File: config.mk
export PLATFORM = sky130hd
export DESIGN_NAME = hdc_argmin_search_flat
export DESIGN_NICKNAME = d
export VERILOG_FILES = /design/src/rtl/hdc_pkg.sv /design/src/rtl/hdc_argmin_search_if.sv /design/src/rtl/hdc_tag_pipe.sv /design/src/rtl/hdc_argmin_search.sv /design/src/flat_wrapper.sv
export SDC_FILE = /design/constraint.sdc
export NUM_CORES = 1
export LEC_CHECK = 0
export ABC_CLOCK_PERIOD_IN_PS = 3000
export CAP_MARGIN = 20
export CORE_ASPECT_RATIO = 1.5
export CORE_MARGIN = 2
export CORE_UTILIZATION = 54
export DETAILED_ROUTE_END_ITERATION = 8
export PLACE_DENSITY = 0.83
export SLEW_MARGIN = 10
export SYNTH_ARGS = -nofsm -noshare
export SYNTH_HDL_FRONTEND = slang
export SYNTH_HIERARCHICAL = 1
export SYNTH_SLANG_ARGS = --single-unit
File: constraint.sdc
create_clock -name clk -period 3 [get_ports clk]
set_input_delay 0.9 -clock clk [delete_from_list [all_inputs] [get_ports clk]]
set_output_delay 0.9 -clock clk [all_outputs]
set_load 0.005 [all_outputs]
File: src/rtl/hdc_pkg.sv
// Shared constants, width helpers and search-state encoding for the HDC
// associative-memory search blocks.
package hdc_pkg;

    localparam int DIM_DEF       = 1024;
    localparam int NUM_CLASS_DEF = 26;
    localparam int LAT_DEF       = 2;

    // A single class still needs a one-bit index so ports never collapse to zero width.
    function automatic int cls_width(input int n);
        return (n > 1) ? $clog2(n) : 1;
    endfunction

    function automatic int dist_width(input int d);
        return $clog2(d) + 1;
    endfunction

    localparam int DIST_W = dist_width(DIM_DEF);
    localparam int CLS_W  = cls_width(NUM_CLASS_DEF);

    typedef enum logic [1:0] {
        IDLE  = 2'd0,
        ISSUE = 2'd1,
        DRAIN = 2'd2,
        DONE  = 2'd3
    } search_state_t;

endpackage

File: src/rtl/hdc_argmin_search_if.sv
// Start, class-memory read and result handshakes of the argmin search controller.
interface hdc_argmin_search_if
    import hdc_pkg::*;
#(
    parameter int CLS_W  = hdc_pkg::CLS_W,
    parameter int DIST_W = hdc_pkg::DIST_W
);
    logic              start;
    logic              start_ready;
    logic              class_rd_en;
    logic [CLS_W-1:0]  class_addr;
    logic [DIST_W-1:0] simi;
    logic              res_valid;
    logic              res_ready;
    logic [CLS_W-1:0]  res_class;
    logic [DIST_W-1:0] res_dist;

    modport master (
        input  start, simi, res_ready,
        output start_ready, class_rd_en, class_addr, res_valid, res_class, res_dist
    );

    modport slave (
        output start, simi, res_ready,
        input  start_ready, class_rd_en, class_addr, res_valid, res_class, res_dist
    );
endinterface

File: src/rtl/hdc_tag_pipe.sv
// Fixed-latency delay line carrying {valid, index} alongside a pipelined read,
// so the returning data can be matched to the request that produced it.
module hdc_tag_pipe #(
    parameter int LAT   = 2,
    parameter int IDX_W = 5
) (
    input  logic             clk,
    input  logic             rst,
    input  logic             in_valid,
    input  logic [IDX_W-1:0] in_idx,
    output logic             out_valid,
    output logic [IDX_W-1:0] out_idx
);

    logic [LAT-1:0]   vld_r;
    logic [IDX_W-1:0] idx_r [LAT];

    // Shift every cycle; reset discards every in-flight tag.
    always_ff @(posedge clk or posedge rst) begin
        if (rst) begin
            vld_r <= {LAT{1'b0}};
            for (int i = 0; i < LAT; i++) begin
                idx_r[i] <= {IDX_W{1'b0}};
            end
        end else begin
            vld_r[0] <= in_valid;
            idx_r[0] <= in_idx;
            for (int i = 1; i < LAT; i++) begin
                vld_r[i] <= vld_r[i-1];
                idx_r[i] <= idx_r[i-1];
            end
        end
    end

    assign out_valid = vld_r[LAT-1];
    assign out_idx   = idx_r[LAT-1];

endmodule

File: src/rtl/hdc_argmin_search.sv
// Sweeps all class addresses per query, tracks the minimum returned distance
// and presents the winning class over a valid/ready result port.
module hdc_argmin_search
    import hdc_pkg::*;
#(
    parameter int DIM       = DIM_DEF,
    parameter int NUM_CLASS = NUM_CLASS_DEF,
    parameter int LAT       = LAT_DEF
) (
    input  logic               clk,
    input  logic               rst,
    hdc_argmin_search_if.master bus
);

    localparam int CW = cls_width(NUM_CLASS);
    localparam int DW = dist_width(DIM);
    localparam logic [CW-1:0] LAST_IDX = CW'(NUM_CLASS - 1);

    search_state_t state_r;
    logic          start_ready_r;
    logic          class_rd_en_r;
    logic [CW-1:0] class_addr_r;
    logic          res_valid_r;
    logic [CW-1:0] res_class_r;
    logic [DW-1:0] res_dist_r;
    logic [DW-1:0] min_r;
    logic [CW-1:0] best_r;

    logic          tag_valid_s;
    logic [CW-1:0] tag_idx_s;
    logic          upd_s;
    logic          last_s;
    logic [DW-1:0] min_nxt_s;
    logic [CW-1:0] best_nxt_s;

    hdc_tag_pipe #(
        .LAT   (LAT),
        .IDX_W (CW)
    ) u_tag_pipe (
        .clk       (clk),
        .rst       (rst),
        .in_valid  (class_rd_en_r),
        .in_idx    (class_addr_r),
        .out_valid (tag_valid_s),
        .out_idx   (tag_idx_s)
    );

    // Strict less-than keeps the earliest index on ties.
    always_comb begin
        upd_s  = tag_valid_s && (bus.simi < min_r);
        last_s = tag_valid_s && (tag_idx_s == LAST_IDX);
        if (upd_s) begin
            min_nxt_s  = bus.simi;
            best_nxt_s = tag_idx_s;
        end else begin
            min_nxt_s  = min_r;
            best_nxt_s = best_r;
        end
    end

    // Search FSM with registered handshake, read-strobe and result outputs.
    always_ff @(posedge clk or posedge rst) begin
        if (rst) begin
            state_r       <= IDLE;
            start_ready_r <= 1'b1;
            class_rd_en_r <= 1'b0;
            class_addr_r  <= {CW{1'b0}};
            res_valid_r   <= 1'b0;
            res_class_r   <= {CW{1'b0}};
            res_dist_r    <= {DW{1'b0}};
            min_r         <= {DW{1'b1}};
            best_r        <= {CW{1'b0}};
        end else begin
            min_r  <= min_nxt_s;
            best_r <= best_nxt_s;
            case (state_r)
                IDLE: begin
                    if (bus.start) begin
                        state_r       <= ISSUE;
                        start_ready_r <= 1'b0;
                        class_rd_en_r <= 1'b1;
                        class_addr_r  <= {CW{1'b0}};
                        min_r         <= {DW{1'b1}};
                        best_r        <= {CW{1'b0}};
                    end
                end
                ISSUE: begin
                    if (class_addr_r == LAST_IDX) begin
                        state_r       <= DRAIN;
                        class_rd_en_r <= 1'b0;
                        class_addr_r  <= {CW{1'b0}};
                    end else begin
                        class_addr_r  <= class_addr_r + CW'(1);
                    end
                end
                DRAIN: begin
                    // The final tag is compared this cycle, so latch the post-compare result.
                    if (last_s) begin
                        state_r     <= DONE;
                        res_valid_r <= 1'b1;
                        res_class_r <= best_nxt_s;
                        res_dist_r  <= min_nxt_s;
                    end
                end
                DONE: begin
                    if (bus.res_ready) begin
                        state_r       <= IDLE;
                        res_valid_r   <= 1'b0;
                        start_ready_r <= 1'b1;
                    end
                end
                default: begin
                    state_r       <= IDLE;
                    start_ready_r <= 1'b1;
                    class_rd_en_r <= 1'b0;
                    res_valid_r   <= 1'b0;
                end
            endcase
        end
    end

    assign bus.start_ready = start_ready_r;
    assign bus.class_rd_en = class_rd_en_r;
    assign bus.class_addr  = class_addr_r;
    assign bus.res_valid   = res_valid_r;
    assign bus.res_class   = res_class_r;
    assign bus.res_dist    = res_dist_r;

endmodule
File: src/flat_wrapper.sv
// flat-port wrapper written by rule: the top's interface ports become plain ports
module hdc_argmin_search_flat import hdc_pkg::*;
#(
    parameter int DIM       = DIM_DEF,
    parameter int NUM_CLASS = NUM_CLASS_DEF,
    parameter int LAT       = LAT_DEF
)
  (clk, rst, bus_start, bus_simi, bus_res_ready, bus_start_ready, bus_class_rd_en, bus_class_addr, bus_res_valid, bus_res_class, bus_res_dist);
  hdc_argmin_search_if bus_i ();
  input  logic clk;
  input  logic rst;
  input wire logic [$bits(bus_i.start)-1:0] bus_start;
  input wire logic [$bits(bus_i.simi)-1:0] bus_simi;
  input wire logic [$bits(bus_i.res_ready)-1:0] bus_res_ready;
  output wire logic [$bits(bus_i.start_ready)-1:0] bus_start_ready;
  output wire logic [$bits(bus_i.class_rd_en)-1:0] bus_class_rd_en;
  output wire logic [$bits(bus_i.class_addr)-1:0] bus_class_addr;
  output wire logic [$bits(bus_i.res_valid)-1:0] bus_res_valid;
  output wire logic [$bits(bus_i.res_class)-1:0] bus_res_class;
  output wire logic [$bits(bus_i.res_dist)-1:0] bus_res_dist;
  assign bus_i.start = bus_start;
  assign bus_i.simi = bus_simi;
  assign bus_i.res_ready = bus_res_ready;
  assign bus_start_ready = bus_i.start_ready;
  assign bus_class_rd_en = bus_i.class_rd_en;
  assign bus_class_addr = bus_i.class_addr;
  assign bus_res_valid = bus_i.res_valid;
  assign bus_res_class = bus_i.res_class;
  assign bus_res_dist = bus_i.res_dist;
  hdc_argmin_search #(.DIM(DIM), .NUM_CLASS(NUM_CLASS), .LAT(LAT)) u_core (.clk(clk), .rst(rst), .bus(bus_i));
endmodule
======== After elaboration in Yosys (flattened, before gate mapping) ========
Index checks and enable logic that the tools add are counted.
word-level totals
  register bits ........................... 54
  output and inout port bits .............. 24
  word-level logic and storage cells ...... 58
operators by class
  add/sub/neg operators ................... 1
  $lt $le $gt $ge ......................... 1
  equal/unequal tests ..................... 9
  mux-type cells .......................... 23
  reduce and logical (&&, ||, !) cells .... 12
operators by type and width
  cell                 count
  $mux 11              3
  $mux 5               5
  $lt 11x11->1         1
  $eq 5x5->1 const B   2
  $pmux 5 s2           1
  $reduce_and 3->1     3
  $mux 2               4
  $pmux 2 s4           1
  $mux 1               6
  $pmux 1 s2           3
  $reduce_bool 2->1    3
  $add 5x1->5 const B  1
  $eq 2x2->1 const B   2
  $ne 2x1->1 const B   2
  $ne 2x2->1 const B   2
  $reduce_and 2->1     2
  $reduce_and 4->1     1
  $eq 2x1->1 const B   1
  $logic_and 1x1->1    2
  $logic_not 2->1      1

======== Depth between registers and ports, before layout ========
Gate-level depths: netlist (run 1).
  depth after elaboration ................. 5
  mapped depth ............................ 9

======== By module ========
The synthesis (run 1) kept the hierarchy.
by module, submodules not included
  module             instances  cells each  area each (µm²)
  hdc_argmin_search  1          231         2259.7
  hdc_tag_pipe       1          18          341.6

======== Worst setup path after synthesis (run 1) ========
OpenSTA, ideal clock, no wires.
  path kind ............................... input to register
  start point ............................. input bus_simi[10]
  end point ............................... register u_core.res_class_r[3], in the netlist u_core/bus.res_class[3]
  arrival ................................. 2.307 ns
  required time ........................... 2.870 ns
  path slack .............................. 0.564 ns
  stages .................................. 7
  cells stage by stage .................... ha_1 nand4_4 o2111ai_4 or3_4 buf_6 o21ai_2 a31oi_1
on the way
  cells in the longest elaborated chain, start to end .. 3
ends and longest elaborated chain
  element               RTL line                  RTL
  from (decl)           flat_wrapper.sv:13        input wire logic [$bits(bus_i.simi)-1:0] bus_simi;
  $lt 11x11->1          hdc_argmin_search.sv:50   upd_s = tag_valid_s && (bus.simi < min_r);
  $logic_and 1x1->1     hdc_argmin_search.sv:50
  $mux 5                hdc_argmin_search.sv:52   if (upd_s) begin
  to (signal assigned)  hdc_argmin_search.sv:69   res_class_r <= {CW{1'b0}};
  to (signal assigned)  hdc_argmin_search.sv:101  res_class_r <= best_nxt_s;
  to (decl)             hdc_argmin_search.sv:24   logic [CW-1:0] res_class_r;
Every way passes these cells.
A chain may end at the register's enable or synchronous reset.

======== Worst setup path after layout (run 1) ========
  start point ............................. input bus_simi[10]
  end point ............................... register u_core.best_r[1]
on the way
  cells in the longest elaborated chain, start to end .. 5
ends and longest elaborated chain
  element                RTL line                 RTL
  $lt 11x11->1 (*)       hdc_argmin_search.sv:50
  $logic_and 1x1->1 (*)  hdc_argmin_search.sv:50
  $mux 5 (*)             hdc_argmin_search.sv:52
  $mux 5                 hdc_argmin_search.sv:78  if (bus.start) begin
  $mux 5 (*)             hdc_argmin_search.sv:76  case (state_r)
  to (signal assigned)   hdc_argmin_search.sv:72  best_r <= {CW{1'b0}};
  to (signal assigned)   hdc_argmin_search.sv:75  best_r <= best_nxt_s;
  to (signal assigned)   hdc_argmin_search.sv:84  best_r <= {CW{1'b0}};
  to (decl)              hdc_argmin_search.sv:27  logic [CW-1:0] best_r;
Mark *: on every way between the ends. The rest lies on a longest branch, timed or not.

==> results_dict.tcl, run 1 <==
set metrics [dict create \
    outcome "complete, no violations" \
    placementRows 30 \
    ant_nets 0 \
    die-area_sq_um 5400 \
    initial_core_util_pct 56.80 \
    ctsHoldBuffers 0 \
    cp.required_ns 3.17 \
    grt_start_max_net_pins 33 \
    peakVddDrop_mv 0.3983 \
    io_pins 39 \
    nets 325 \
    endpoint_kind "flip-flop" \
    hpwl_mm 3.985 \
    design_area_sq_um 3148 \
    grt.total_usage_pct 21.87 \
    dp_cells 351 \
    die_y_um 89.01 \
    drtPass1Iterations 4 \
    syn-cell-area_sq_um 2601 \
    postSynthAreaPerCell_sq_um 10.45 \
    ys_types 37 \
    r2r_end "u_core/best_r[1]$_DFF_PP0_" \
    p_leak_nw 1.337 \
    max_freq_ghz 0.3638 \
    final_cells 359 \
    synthFlopType "dfrtp_1" \
    dp_slack_ns -0.05641 \
    drt_iter0_markers 87 \
    synth_edf_count 0 \
    fin_skew_ns 0.003998 \
    clk_pin_slew_ns 0.09 \
    rsz0062_at_grt "no" \
    wl_mm 5.275 \
    grt_pass1_wl_mm 8.735 \
    timing.rr.start "u_core/min_r[10]$_DFF_PP1_" \
    post-cts-setup-buffers 0 \
    io_buffers 38 \
    yosysMostFrequentCell "dfrtp_1" \
    hold_path_startpoint "u_core/u_tag_pipe/vld_r[0]$_DFF_PP0_" \
    netlist_instances 249 \
    rr_worst_depth 8 \
    yosys-top-cells-area "dfrtp_1 (40%), dfstp_2 (12%), ha_1 (7.7%)" \
    setup_viol 0 \
    synth_top_area_share_pct 40.40 \
    vias 1978 \
    min_path_cells 0 \
    p_per_area_nw_per_um2 372.6 \
    htreeDepth 2 \
    via_per_inst 5.510 \
    clock_latency_ns 0.29 \
    grt_antenna_before_repair 0 \
    worst_hold_slack_ns 0.3586 \
    synth-seq-area-share_pct 52.53 \
    slew_headroom_pct 66.51 \
    maxCapViolations 0 \
    grt_overflow_total 0 \
    utilization_pct 68.74 \
    ys_top_cells_by_count "dfrtp_1 (42), nand3_1 (29), nor2_1 (23)" \
    cts_buffer_depth 2 \
    numCtsBuffers 5 \
    cts.sinks 54 \
    yosys.area.top_type "dfrtp_1" \
    worst_slack_ns 0.2516 \
    crit_fanout 13 \
    hold_violations 0 \
    root_buffer "clkbuf_8" \
    gp_congestion 0.8125 \
    syn_to_final_growth_pct 21.02 \
    start_kind "primary input" \
    place_area_sq_um 3068 \
    reg2reg_slack_ns 0.76 \
    hp-class "flip-flop to flip-flop" \
    worst_pin_slew_ns 0.5018 \
    avgRoutedWirePerCell_um 14.69 \
    drc 0 \
    critPathArrivalTime_ns 2.92 \
    core_area_sq_um 4579 \
    period_share_pct 91.61 \
    path_class "primary input to flip-flop" \
    cts_resized 0 \
    drive_above_1_share_pct 16.95 \
    die_width_um 60.67 \
    nFillCells 384 \
    n_antenna_cell 0 \
    syn_nets 280 \
    period_minus_slack_ns 2.748 \
    synth_warnings 6 \
    cts_tree "built" \
    grt_pass1_vias 2018 \
    ys_seq_elements 54 \
    hold_path_end "u_core/u_tag_pipe/vld_r[1]$_DFF_PP0_" \
    async_flop_share_pct 100.0 \
    slew_violations 0 \
]
==> kinds of logic after synthesis <==
family / Yosys count / synth area share, %
AND/OR/NAND/NOR: 87 / 17.51
AO/OA/AOI/OAI: 57 / 14.29
flip-flops: 54 / 52.53
buffers and inverters: 33 / 7.167
adder cells (fa/ha/maj): 16 / 7.696
multiplexers: 2 / 0.8177
==> how the worst max path moves through the flow <==
stage	from	end	slack, ns
after floorplan	bus_simi[10]	u_core/bus.res_class[3]$_DFFE_PP0P_	0.56
after global placement	bus_simi[10]	u_core/bus.res_dist[2]$_DFFE_PP0P_	0.02
after detailed placement	bus_simi[10]	u_core/best_r[1]$_DFF_PP0_	-0.06
after CTS	bus_simi[10]	u_core/best_r[1]$_DFF_PP0_	0.25
after global routing	bus_simi[10]	u_core/bus.res_dist[10]$_DFFE_PP0P_	0.17
final	bus_simi[10]	u_core/best_r[1]$_DFF_PP0_	0.25
==> metal layers <==
layer  wire length, um  part of all wire [%]  global-route usage [%]
met1              2084                    40                   24.64
met2              2915                    55                   39.30
met3               191                   3.6                   4.052
met4                83                   1.6                   9.486
met5                 0                     0                       0
==> state kept, by name (all words and copies together), names as in the netlist, 2 cells and up <==
name                       count
u_core/bus.res_class           5
u_core/u_tag_pipe/out_idx      5
u_core/bus.class_addr          5
u_core/min_r                  11
u_core/best_r                  5
u_core/state_r                 2
u_core/bus.res_dist           11
u_core/u_tag_pipe/idx_r        5
u_core/u_tag_pipe/vld_r        2
==> cells in the final DEF (no fill, tap or decap), drive strengths merged, types with 2 or more instances in the layout <==
master         Yosys  routed
nor3               3       3
nand2b             3       3
buf               12      15
and2               2       2
dfstp             12      12
nand3             29      29
clkdlybuf4s50      0      38
ha                16      16
inv               18      18
dfrtp             42      42
o21ai             25      25
clkbuf             3       8
a31oi             12      12
nand4              2       2
nand2             18      18
o31ai              2       2
a21oi             15      15
nor2              23      23
o2111ai            2       2
==> layout make-up <==
cell class	instances	area (sq um)	share of cell area (%)
timing repair buffer	53	505.5	16.06
clock buffer	8	80.08	2.544
tap	64	80.08	2.544
inverter	18	67.56	2.146
sequential	54	1366	43.40
multi-input combinational	162	1049	33.31
==> worst max-delay path, stage by stage <==
cell and delay [ns]:
clkdlybuf4s50_1 0.43, ha_1 0.38, nand4_4 0.15, o2111ai_4 0.14, or3_4 0.51, buf_4 0.19, o21ai_2 0.14, a21oi_1 0.09
==> power by group <==
group / switching, mW / internal, mW / total (mW)
clock: 0.213 / 0.166 / 0.379
sequential: 0 / 0.728 / 0.728
combinational: 0.0353 / 0.0306 / 0.0659
==> stage by stage <==
stage,TNS (ns),power (mW)
finish,0,1.173
global route,0,1.226
CTS,0,1.187
detailed placement,-0.2850,0.8088
global placement,0,0.8064
floorplan,0,0.7725
No activity file was read; power rests on OpenSTA's default activity.
==> inputs of run 2 (changes only) <==
--- a/config.mk
+++ b/config.mk
@@ -10,6 +10,7 @@
 export CORE_ASPECT_RATIO = 1.5
 export CORE_MARGIN = 2
 export CORE_UTILIZATION = 54
+export CTS_CLUSTER_SIZE = 24
 export DETAILED_ROUTE_END_ITERATION = 8
 export PLACE_DENSITY = 0.83
 export SLEW_MARGIN = 10
==> results of run 2 <==
Final layout, timing and power as in run 1 (identical DEF).
==> inputs of run 3 (changes only) <==
--- a/config.mk
+++ b/config.mk
@@ -9,10 +9,11 @@
 export CAP_MARGIN = 20
 export CORE_ASPECT_RATIO = 1.5
 export CORE_MARGIN = 2
-export CORE_UTILIZATION = 54
+export CORE_UTILIZATION = 35
 export CTS_CLUSTER_SIZE = 24
 export DETAILED_ROUTE_END_ITERATION = 8
-export PLACE_DENSITY = 0.83
+export GPL_ROUTABILITY_DRIVEN = 0
+export PLACE_DENSITY = 0.59
 export SLEW_MARGIN = 10
 export SYNTH_ARGS = -nofsm -noshare
 export SYNTH_HDL_FRONTEND = slang
==> run 3 against run 2 <==
Non-clock buffer count decreased by 6. Count of clock-buffer cells in the layout unchanged. Sequential power about the same. Critical path depth decreased by 1. Flip-flop and latch count unchanged. Fmax decreased by 1.1%. Die area increased by 51%. Clock skew increased by 0.0095 ns. Largest power group unchanged.
==> results_dict.tcl, run 3 (synthesized netlist as in run 1, its figures left out) <==
set metrics [dict create \
    initial_core_util_pct 35.99 \
    drt_iter0_markers 78 \
    p_total_mw 1.197 \
    grt_overflow_total 0 \
    p_seq_share_pct 60.8 \
    vias 1901 \
    dp_slack_ns -0.09558 \
    drc 0 \
    p_int_mw 0.9443 \
    final_common_cell "dfrtp_1" \
    hp-class "flip-flop to flip-flop" \
    outcome "complete, no violations" \
    root_buffer "clkbuf_8" \
    die-area_sq_um 8152 \
    grt_antenna_before_repair 0 \
    p_leak_nw 1.314 \
    hold_violations 0 \
    grt_start_max_net_pins 43 \
    numCtsBuffers 5 \
    nets 319 \
    post-cts-setup-buffers 0 \
    period_share_pct 92.67 \
    n_antenna_cell 0 \
    maxCapViolations 0 \
    power.switching_mw 0.2531 \
    slew_violations 0 \
    start_kind "primary input" \
    syn_to_final_growth_pct 21.40 \
    cts.sinks 54 \
    cts_resized 0 \
    hpwl_mm 3.860 \
    io_buffers 38 \
    wl_mm 5.257 \
    placementRows 38 \
    p_per_area_nw_per_um2 379.2 \
    ctsHoldBuffers 0 \
    drtPass1Iterations 4 \
    io_pins 39 \
    dp_cells 381 \
    worst_hold_slack_ns 0.3520 \
    place_area_sq_um 3068 \
    via_per_inst 4.887 \
    slew_headroom_pct 54.11 \
    ant_nets 0 \
    setup_viol 0 \
    core_area_sq_um 7227 \
    final_cells 389 \
    rsz0062_at_grt "no" \
    grt.total_usage_pct 13.96 \
    layout_common_cells "dfrtp_1 (42), clkdlybuf4s50_1 (38), nand3_1 (29)" \
    grt_pass1_vias 1913 \
    cts_tree "built" \
    switching_share_pct 21.14 \
    endpoint_kind "flip-flop" \
    p_comb_share_pct 5.1 \
    path_class "primary input to flip-flop" \
    clock_latency_ns 0.30 \
    die_width_um 74.39 \
    grt_pass1_wl_mm 8.728 \
    critPathArrivalTime_ns 3.01 \
    worst_pin_slew_ns 0.6861 \
    clk_pin_slew_ns 0.09 \
    die_y_um 109.6 \
    crit_fanout 17 \
    cp.required_ns 3.23 \
    clkPwrFrac_pct 34.1 \
    worst_slack_ns 0.2198 \
    peakVddDrop_mv 0.2150 \
    fin_skew_ns 0.01350 \
    avgRoutedWirePerCell_um 13.51 \
    period_minus_slack_ns 2.780 \
    drive_above_1_share_pct 15.57 \
    max_freq_ghz 0.3597 \
    htreeDepth 2 \
    cts_buffer_depth 2 \
    design_area_sq_um 3158 \
]
==> run 3: cell types whose count changed in the layout (fill, tap and decap cells not counted) <==
cell and delta:
buf_4 -6, clkbuf_1 -1, clkbuf_8 +1
==> run 3: worst paths after layout <==
path	startpoint	endpoint	slack (ns)	depth (start not counted)
setup / recovery	bus_simi[6]	u_core/bus.res_dist[10]$_DFFE_PP0P_	0.22	7
hold / removal	u_core/u_tag_pipe/idx_r[7]$_DFF_PP0_	u_core/u_tag_pipe/out_idx[2]$_DFF_PP0_	0.35	0
setup reg to reg	u_core/min_r[6]$_DFF_PP1_	u_core/bus.res_dist[10]$_DFFE_PP0P_	0.69	7
hold reg to reg	u_core/u_tag_pipe/idx_r[7]$_DFF_PP0_	u_core/u_tag_pipe/out_idx[2]$_DFF_PP0_	0.35	0
max in group asynchronous	rst	u_core/min_r[4]$_DFF_PP1_	1.54	3
min in group asynchronous	rst	u_core/u_tag_pipe/idx_r[8]$_DFF_PP0_	0.93	2
==> run 3: layer usage <==
metal | up-vias | global-route usage, % | share of wire [%]
li1 | 936 | - | -
met1 | 927 | 16.17 | 42
met3 | 6 | 3.025 | 3.6
met2 | 32 | 25.28 | 53
met4 | 0 | 4.082 | 1.3
met5 | - | 0 | 0
==> run 3: per-stage QoR <==
stage               utilization (%)  setup TNS (ns)
floorplan                         -               0
detailed placement            42.45          -1.222
global route                  43.70               0
CTS                           43.70               0
finish                        43.70               0
global placement              42.45          -1.040
==> run 3: worst max-delay path, cell delays in order <==
cell and delay [ns]:
clkdlybuf4s50_1 0.43, ha_1 0.33, a21oi_2 0.18, o2111ai_4 0.14, nor3_4 0.62, nand3_1 0.20, a31oi_1 0.20
==> run 3: final cells by class <==
type / instances / area, sq um
clock buffer: 8 / 90.09
fill: 743 / 4069
inverter: 18 / 67.56
multi-input combinational: 162 / 1049
sequential: 54 / 1366
tap: 100 / 125.1
timing repair buffer: 47 / 460.4
==> run 3: power groups by stage <==
stage / clock [mW] / combinational, mW / sequential (mW)
CTS: 0.428 / 0.0637 / 0.728
detailed placement: 0 / 0.0634 / 0.742
global route: 0.453 / 0.0700 / 0.728
global placement: 0 / 0.0629 / 0.742
floorplan: 0 / 0.0306 / 0.742
finish: 0.408 / 0.0614 / 0.728
